===== src/rtl/mem_bus_arbiter.sv =====
// Shared memory bus arbiter for the RV32 core: sequences fetch and load/store
// onto one external bus, with alternating priority under contention and a hang timeout.
module mem_bus_arbiter #(
   parameter int TIMEOUT_CYCLES = 255,
   parameter int ADDR_W         = 32,
   parameter int DATA_W         = 32
) (
   input  logic              clk,
   input  logic              rst,
   input  logic              if_req,
   input  logic [ADDR_W-1:0] if_addr,
   output logic [DATA_W-1:0] if_rdata,
   output logic              if_ack,
   input  logic              dm_read,
   input  logic              dm_write,
   input  logic [ADDR_W-1:0] dm_addr,
   input  logic [DATA_W-1:0] dm_wdata,
   input  logic [3:0]        dm_sel,
   output logic [DATA_W-1:0] dm_rdata,
   output logic              dm_ack,
   output logic [ADDR_W-1:0] bus_addr,
   output logic [DATA_W-1:0] bus_wdata,
   output logic [3:0]        bus_sel,
   output logic              bus_read,
   output logic              bus_write,
   input  logic [DATA_W-1:0] bus_rdata,
   input  logic              bus_ack,
   output logic              bus_err,
   output logic              stall
);

   localparam int CNT_W = (TIMEOUT_CYCLES < 2) ? 1 : $clog2(TIMEOUT_CYCLES + 1);

   typedef enum logic [1:0] {IDLE, FETCH, DATA} state_e;

   state_e            state_q;
   logic [CNT_W-1:0]  cnt_q, cnt_d;
   logic              last_grant_q;   // 1 = last completed grant was DATA
   logic [ADDR_W-1:0] bus_addr_q;
   logic [DATA_W-1:0] bus_wdata_q, if_rdata_q, dm_rdata_q;
   logic [3:0]        bus_sel_q;
   logic              bus_read_q, bus_write_q, if_ack_q, dm_ack_q, bus_err_q;
   logic              data_req, timeout_hit;

   always_comb begin
      data_req    = dm_read | dm_write;
      cnt_d       = cnt_q + 1'b1;
      // Strobes are visible for exactly TIMEOUT_CYCLES cycles before a forced completion.
      timeout_hit = (TIMEOUT_CYCLES != 0) && (cnt_d == CNT_W'(TIMEOUT_CYCLES));
   end

   always_ff @(posedge clk or posedge rst) begin
      if (rst) begin
         state_q      <= IDLE;
         cnt_q        <= '0;
         last_grant_q <= 1'b0;
         bus_addr_q   <= '0;
         bus_wdata_q  <= '0;
         bus_sel_q    <= '0;
         bus_read_q   <= 1'b0;
         bus_write_q  <= 1'b0;
         if_rdata_q   <= '0;
         dm_rdata_q   <= '0;
         if_ack_q     <= 1'b0;
         dm_ack_q     <= 1'b0;
         bus_err_q    <= 1'b0;
      end else begin
         if_ack_q  <= 1'b0;
         dm_ack_q  <= 1'b0;
         bus_err_q <= 1'b0;
         case (state_q)
            IDLE: begin
               // Data normally wins; fetch wins only if data had the previous grant.
               if (data_req && !(if_req && last_grant_q)) begin
                  state_q     <= DATA;
                  cnt_q       <= '0;
                  bus_addr_q  <= dm_addr;
                  bus_wdata_q <= dm_wdata;
                  bus_sel_q   <= dm_sel;
                  bus_write_q <= dm_write;
                  bus_read_q  <= dm_read & ~dm_write;
               end else if (if_req) begin
                  state_q     <= FETCH;
                  cnt_q       <= '0;
                  bus_addr_q  <= if_addr;
                  bus_wdata_q <= '0;
                  bus_sel_q   <= 4'hF;
                  bus_write_q <= 1'b0;
                  bus_read_q  <= 1'b1;
               end
            end
            FETCH, DATA: begin
               if (bus_ack || timeout_hit) begin
                  state_q      <= IDLE;
                  bus_read_q   <= 1'b0;
                  bus_write_q  <= 1'b0;
                  last_grant_q <= (state_q == DATA);
                  bus_err_q    <= ~bus_ack;
                  if (state_q == FETCH) begin
                     if_ack_q   <= 1'b1;
                     if_rdata_q <= bus_ack ? bus_rdata : '0;
                  end else begin
                     dm_ack_q   <= 1'b1;
                     dm_rdata_q <= (bus_ack && !bus_write_q) ? bus_rdata : '0;
                  end
               end else if (TIMEOUT_CYCLES != 0) begin
                  cnt_q <= cnt_d;
               end
            end
            default: state_q <= IDLE;
         endcase
      end
   end

   assign if_rdata  = if_rdata_q;
   assign if_ack    = if_ack_q;
   assign dm_rdata  = dm_rdata_q;
   assign dm_ack    = dm_ack_q;
   assign bus_addr  = bus_addr_q;
   assign bus_wdata = bus_wdata_q;
   assign bus_sel   = bus_sel_q;
   assign bus_read  = bus_read_q;
   assign bus_write = bus_write_q;
   assign bus_err   = bus_err_q;
   assign stall     = (if_req & ~if_ack_q) | (data_req & ~dm_ack_q);

endmodule


===== config.mk =====
export PLATFORM = sky130hd
export DESIGN_NAME = mem_bus_arbiter
export DESIGN_NICKNAME = d
export VERILOG_FILES = /design/src/rtl/mem_bus_arbiter.sv
export SDC_FILE = /design/constraint.sdc
export NUM_CORES = 1
export LEC_CHECK = 0
export ABC_AREA = 1
export ABC_CLOCK_PERIOD_IN_PS = 14100
export BUFFER_PORTS_ARGS = -buffer_cell sky130_fd_sc_hd__buf_2
export CORE_MARGIN = 3
export CORE_UTILIZATION = 53
export CTS_BUF_LIST = sky130_fd_sc_hd__clkbuf_8
export DETAILED_ROUTE_END_ITERATION = 8
export PLACE_DENSITY = 0.88
export RECOVER_POWER = 25
export SLEW_MARGIN = 10
export SYNTH_ARGS = -nofsm -noshare
export SYNTH_HDL_FRONTEND = slang
export SYNTH_SLANG_ARGS = --single-unit

===== constraint.sdc =====
create_clock -name clk -period 14.1 [get_ports clk]
set_input_delay 1.41 -clock clk [delete_from_list [all_inputs] [get_ports clk]]
set_output_delay 1.41 -clock clk [all_outputs]
set_load 0.005 [all_outputs]

======== Word level (Yosys, flattened, before mapping) ========
Cells that the tools add are included.
word-level totals
  output and inout port bits .............. 138
  logic and storage cells ................. 78
  bits of input ports ..................... 138
  register bits after elaboration ......... 148
cells by class
  bitwise operators ....................... 10
  reductions and logical operators ........ 17
  eq/ne operators ......................... 6
  mux-type cells .......................... 31
  add/sub/neg operators ................... 1
operators with widths
  cell                                           count
  two-way mux 32 bit                             6
  two-way mux 8 bit                              3
  case mux 8 bit (2 select lines)                1
  two-way mux 1 bit                              13
  AND reduction 3 bit                            4
  adder 8 x 1 -> 8 bit, second input constant    1
  == test 8 bit, second input constant           1
  two-way mux 4 bit                              2
  two-way mux 2 bit                              3
  AND reduction 2 bit                            3
  NOT 1 bit                                      5
  inequality test 2 bit, second input constant   2
  case mux 1 bit (2 select lines)                2
  case mux 2 bit (2 select lines)                1
  nonzero test 2 bit                             2
  bitwise AND 1 bit                              3
  logical AND 1 bit                              3
  inequality test 3 bit, second input constant   1
  == test 2 x 1 -> 1 bit, second input constant  1
  == test 2 bit, second input constant           1
  zero test 1 bit                                2
  zero test 2 bit                                1
  bitwise OR 1 bit                               2
  OR reduction 2 bit                             1
  logical OR 1 bit                               1

======== Longest topological paths before layout ========
  depth after elaboration ................. 5
  depth in mapped cells ................... 14
  gate-level depth less buffers ........... 13

======== Least setup slack after synthesis ========
OpenSTA, ideal clock, no wires.
  kind .................................... input -> output
  start ................................... input dm_write
  end ..................................... output stall
  path slack .............................. 10.967 ns
  required time ........................... 12.690 ns
  stages .................................. 2
  arrival time ............................ 1.723 ns
  path buffers ............................ 0
  path through ............................ nor2_1 > o22ai_1
between the ends
  longest elaborated chain between the ends .. 3
RTL lines
  what               RTL line  text
  from (decl)        15        input logic dm_write,
  bitwise OR 1 bit   46        data_req = dm_read | dm_write;
  bitwise AND 1 bit  125       assign stall = (if_req & ~if_ack_q) | (data_req & ~dm_ack_q);
  bitwise OR 1 bit   125
  to (decl)          29        output logic stall
Every way passes these cells.

==> results.md <==
* Status: complete, but fails checks
* Failing checks: max-capacitance violations, max-slew violations
* Critical setup path kind: in -> async
* Worst-margin pin slew at 4070 ps
* Final Critical Period at 4180 ps
* Crit. End Element: asynchronous set/reset pin
* Final core utilization at 70.3%
* Total GRT Usage at 25.2%
* GR Layer Usage met3 at 8.03%
* Layout fillers at 939
* Post-route setup TNS at 0 ps
* GR peak layer: met2
* Crit path max-delay family: buffers and inverters
* Global-route wire length before repair at 26.4 mm
* CTS max path bufs at 2
* Routed wire length per instance at 16.1 um
* Max_slew headroom at -173%
* Clock Pin Slew Worst Setup and Hold Paths at 80 ps
* Path category of the worst min-delay check: reg -> reg
* Core area at 11700 um2
* Placed cell area at 7820 um2
* Overall power at 1.68 mW
* Cell Area, Synth at 6450 um2
* Max VDD drop at 116 uV
* Pwr Density at 206 nW/um2
* Worst Path Max Fanout at 95
* RSZ-0062 raised after global routing: false
* CTS Buf Count at 17
* First-pass iteration count of the detailed router at 5
* Num ports at 276
* Nets at 1070
* DRC viols at 0
* Mapped Nets at 810
* Htree depth at 4
* Post-Route WL at 17.4 mm
* Register bit count reported by yosys at 148
* Post-Synthesis Cells at 667
* Area growth syn-to-layout at 27.1%
* CP bufs+invs at 3
* Slowest CP cell: clkinvlp_2
* YS warnings at 0
* P_leak at 4.33 nW
* R2r setup slk at 11400 ps
* Seq/Total Area, Yosys at 57.4%
* Die area at 13500 um2
* GR Util met1 at 31.8%
* Post-CTS setup repair buffer count at 0
* GR Overflow Total at 0
* Post-DRT Antenna Nets at 0
* Finished Cell Area at 8200 um2
* Worst stage delay on the critical path at 2280 ps
* Vias at 5681
* Yosys cell types at 29
* Initial DRC Count at 580
* Post-Route Skew at 7.96 ps
* Mean Syn Cell Area at 9.67 um2
* CTS Hold Bufs at 0
* FMAX at 239 MHz
* CP Data Arrival Time at 4710 ps
* IO buf count at 275
* Gpl congestion at 0.812
* Final Hold Fails at 0
* M2 GR Usage at 41.0%
* Max cap viols at 2
* Vias/cell at 5.24
* Layout cells sized above 1 at 40.4%
* CTS-repair resized insts at 0
* Initial antenna violation count at 1
* Fin crit share at 29.7%
* Root Buffer: clkbuf_8
* Starting density of the core at 55.3%
* Die Height at 116 um
* Vias in the first global route at 5276
* # rows at 39
* Largest net degree at the start of global routing at 96
* Worst hold slack at 480 ps
* Cells along the critical path: buf_2 -> clkinvlp_2 -> buf_4
* Die X-Extent at 116 um
* CTS tree: done
* Clock Latency Late Sink at 450 ps
* Dpl hpwl at 12.3 mm
* CP required at 14620 ps
* Clock sink count at 148
* Setup-failing EPs final at 0
* Max Transition Viols Final at 131
* Crit start category: input port
==> cell type report <==
type                    count  area [um2]  area share [%]
diodes                      1        2.50          0.0305
clock buffers              21         289            3.53
clock inverters            11         110            1.34
inverters                  19        72.6           0.885
multi-input cells         459        2420            29.5
flip-flops and latches    148        3700            45.2
well taps                 143         179            2.18
repair buffers            282        1420            17.3
==> cells in the final DEF, fill, tap and decap left out, types with 2 or more instances in the layout <==
cell       count
buf_2        267
nand3_1       15
o21ai_1       19
inv_1         18
bufinv_16      2
clkbuf_8      21
nand3_2        3
dfrtp_1      148
o21ai_0       64
nand4_1        3
a22o_1        32
buf_4          7
ha_1           5
a21oi_2        2
nor2_1        46
nand2_1      189
nor2_2         4
a21oi_1        2
clkbuf_1       7
o22a_1         4
o21ai_2       46
nand2_2       20
clkinv_2       2
clkinv_1       3
==> worst reg2reg max path, stage by stage (launching register included) <==
cell	delay, ps
dfrtp_1	410
a21oi_2	140
buf_4	310
clkinv_1	840
nor2_2	330
buf_4	380
a22o_1	230
==> layer usage <==
layer | routed length [um] | share of wire (%)
met1 | 6980 | 40
met3 | 1580 | 9.1
met5 | 0 | 0
met4 | 264 | 1.5
met2 | 8580 | 49
==> power by group <==
part	leakage [nW]	total (mW)	switching (mW)	internal [mW]
sequential	1.90	0.681	0.0934	0.588
combinational	2.22	0.675	0.402	0.273
clock	0.217	0.328	0.155	0.174
==> cells in the mapped netlist <==
| cell | n | area, um2 |
|---|---|---|
| inv_1 | 15 | 56.3 |
| nand2_1 | 188 | 706 |
| nand3_1 | 15 | 75.1 |
| o21bai_2 | 1 | 11.3 |
| clkinv_1 | 3 | 11.3 |
| nand2_4 | 1 | 11.3 |
| buf_2 | 5 | 25.0 |
| clkbuf_2 | 2 | 10.0 |
| dfrtp_1 | 148 | 3700 |
| a21oi_1 | 3 | 15.0 |
| inv_2 | 1 | 3.75 |
| clkbuf_1 | 22 | 82.6 |
| nand4_1 | 3 | 18.8 |
| buf_6 | 12 | 135 |
| nor2_2 | 3 | 18.8 |
| o22a_1 | 4 | 35.0 |
| xnor2_1 | 1 | 8.76 |
| o21ai_2 | 46 | 403 |
| nor3_1 | 1 | 5.00 |
| o21ai_1 | 19 | 95.1 |
| a22o_1 | 32 | 280 |
| nand2_2 | 20 | 125 |
| ha_1 | 5 | 62.6 |
| nor2_1 | 47 | 176 |
| o22ai_1 | 1 | 6.26 |
| xor2_1 | 1 | 8.76 |
| o21ai_0 | 64 | 320 |
| nand3_2 | 3 | 30.0 |
| a21oi_2 | 1 | 8.76 |
==> worst paths after layout <==
check	end	start	depth (start not counted)
setup / recovery	dm_rdata[6]	rst	3
hold / removal	if_rdata[19]	if_rdata[19]	2
max in group clk	stall	dm_write	4
hold reg to reg	if_rdata[19]	if_rdata[19]	2
min in group asynchronous	dm_rdata[28]	rst	2
setup reg to reg	bus_wdata[1]	last_grant_q	6
==> metrics by stage <==
stage | std cells | setup slack [ps]
after CTS | 1083 | 10510
after global routing | 1084 | 9250
after detailed placement | 1051 | 10180
after global placement | 1051 | 10260
after floorplan | 667 | 8710
final | 1084 | 9920
==> registers in the layout (all words and copies together) (netlist names) <==
register,flops
bus_addr,32
bus_wdata,32
dm_rdata,32
if_rdata,32
cnt_q,8
bus_sel,4
state_q,2
bus_err,1
bus_read,1
bus_write,1
dm_ack,1
if_ack,1
last_grant_q,1
==> logic make-up after synthesis <==
kind of cell	Yosys count	share of synthesized area, %
flip-flops	148	57.4
buffers and inverters	60	5.03
adder cells (fa/ha/maj)	5	0.970
AO/OA/AOI/OAI	171	18.2
AND/OR/NAND/NOR	281	18.1
XOR/XNOR	2	0.272
Note: power is estimated with default switching activity, not from simulation.
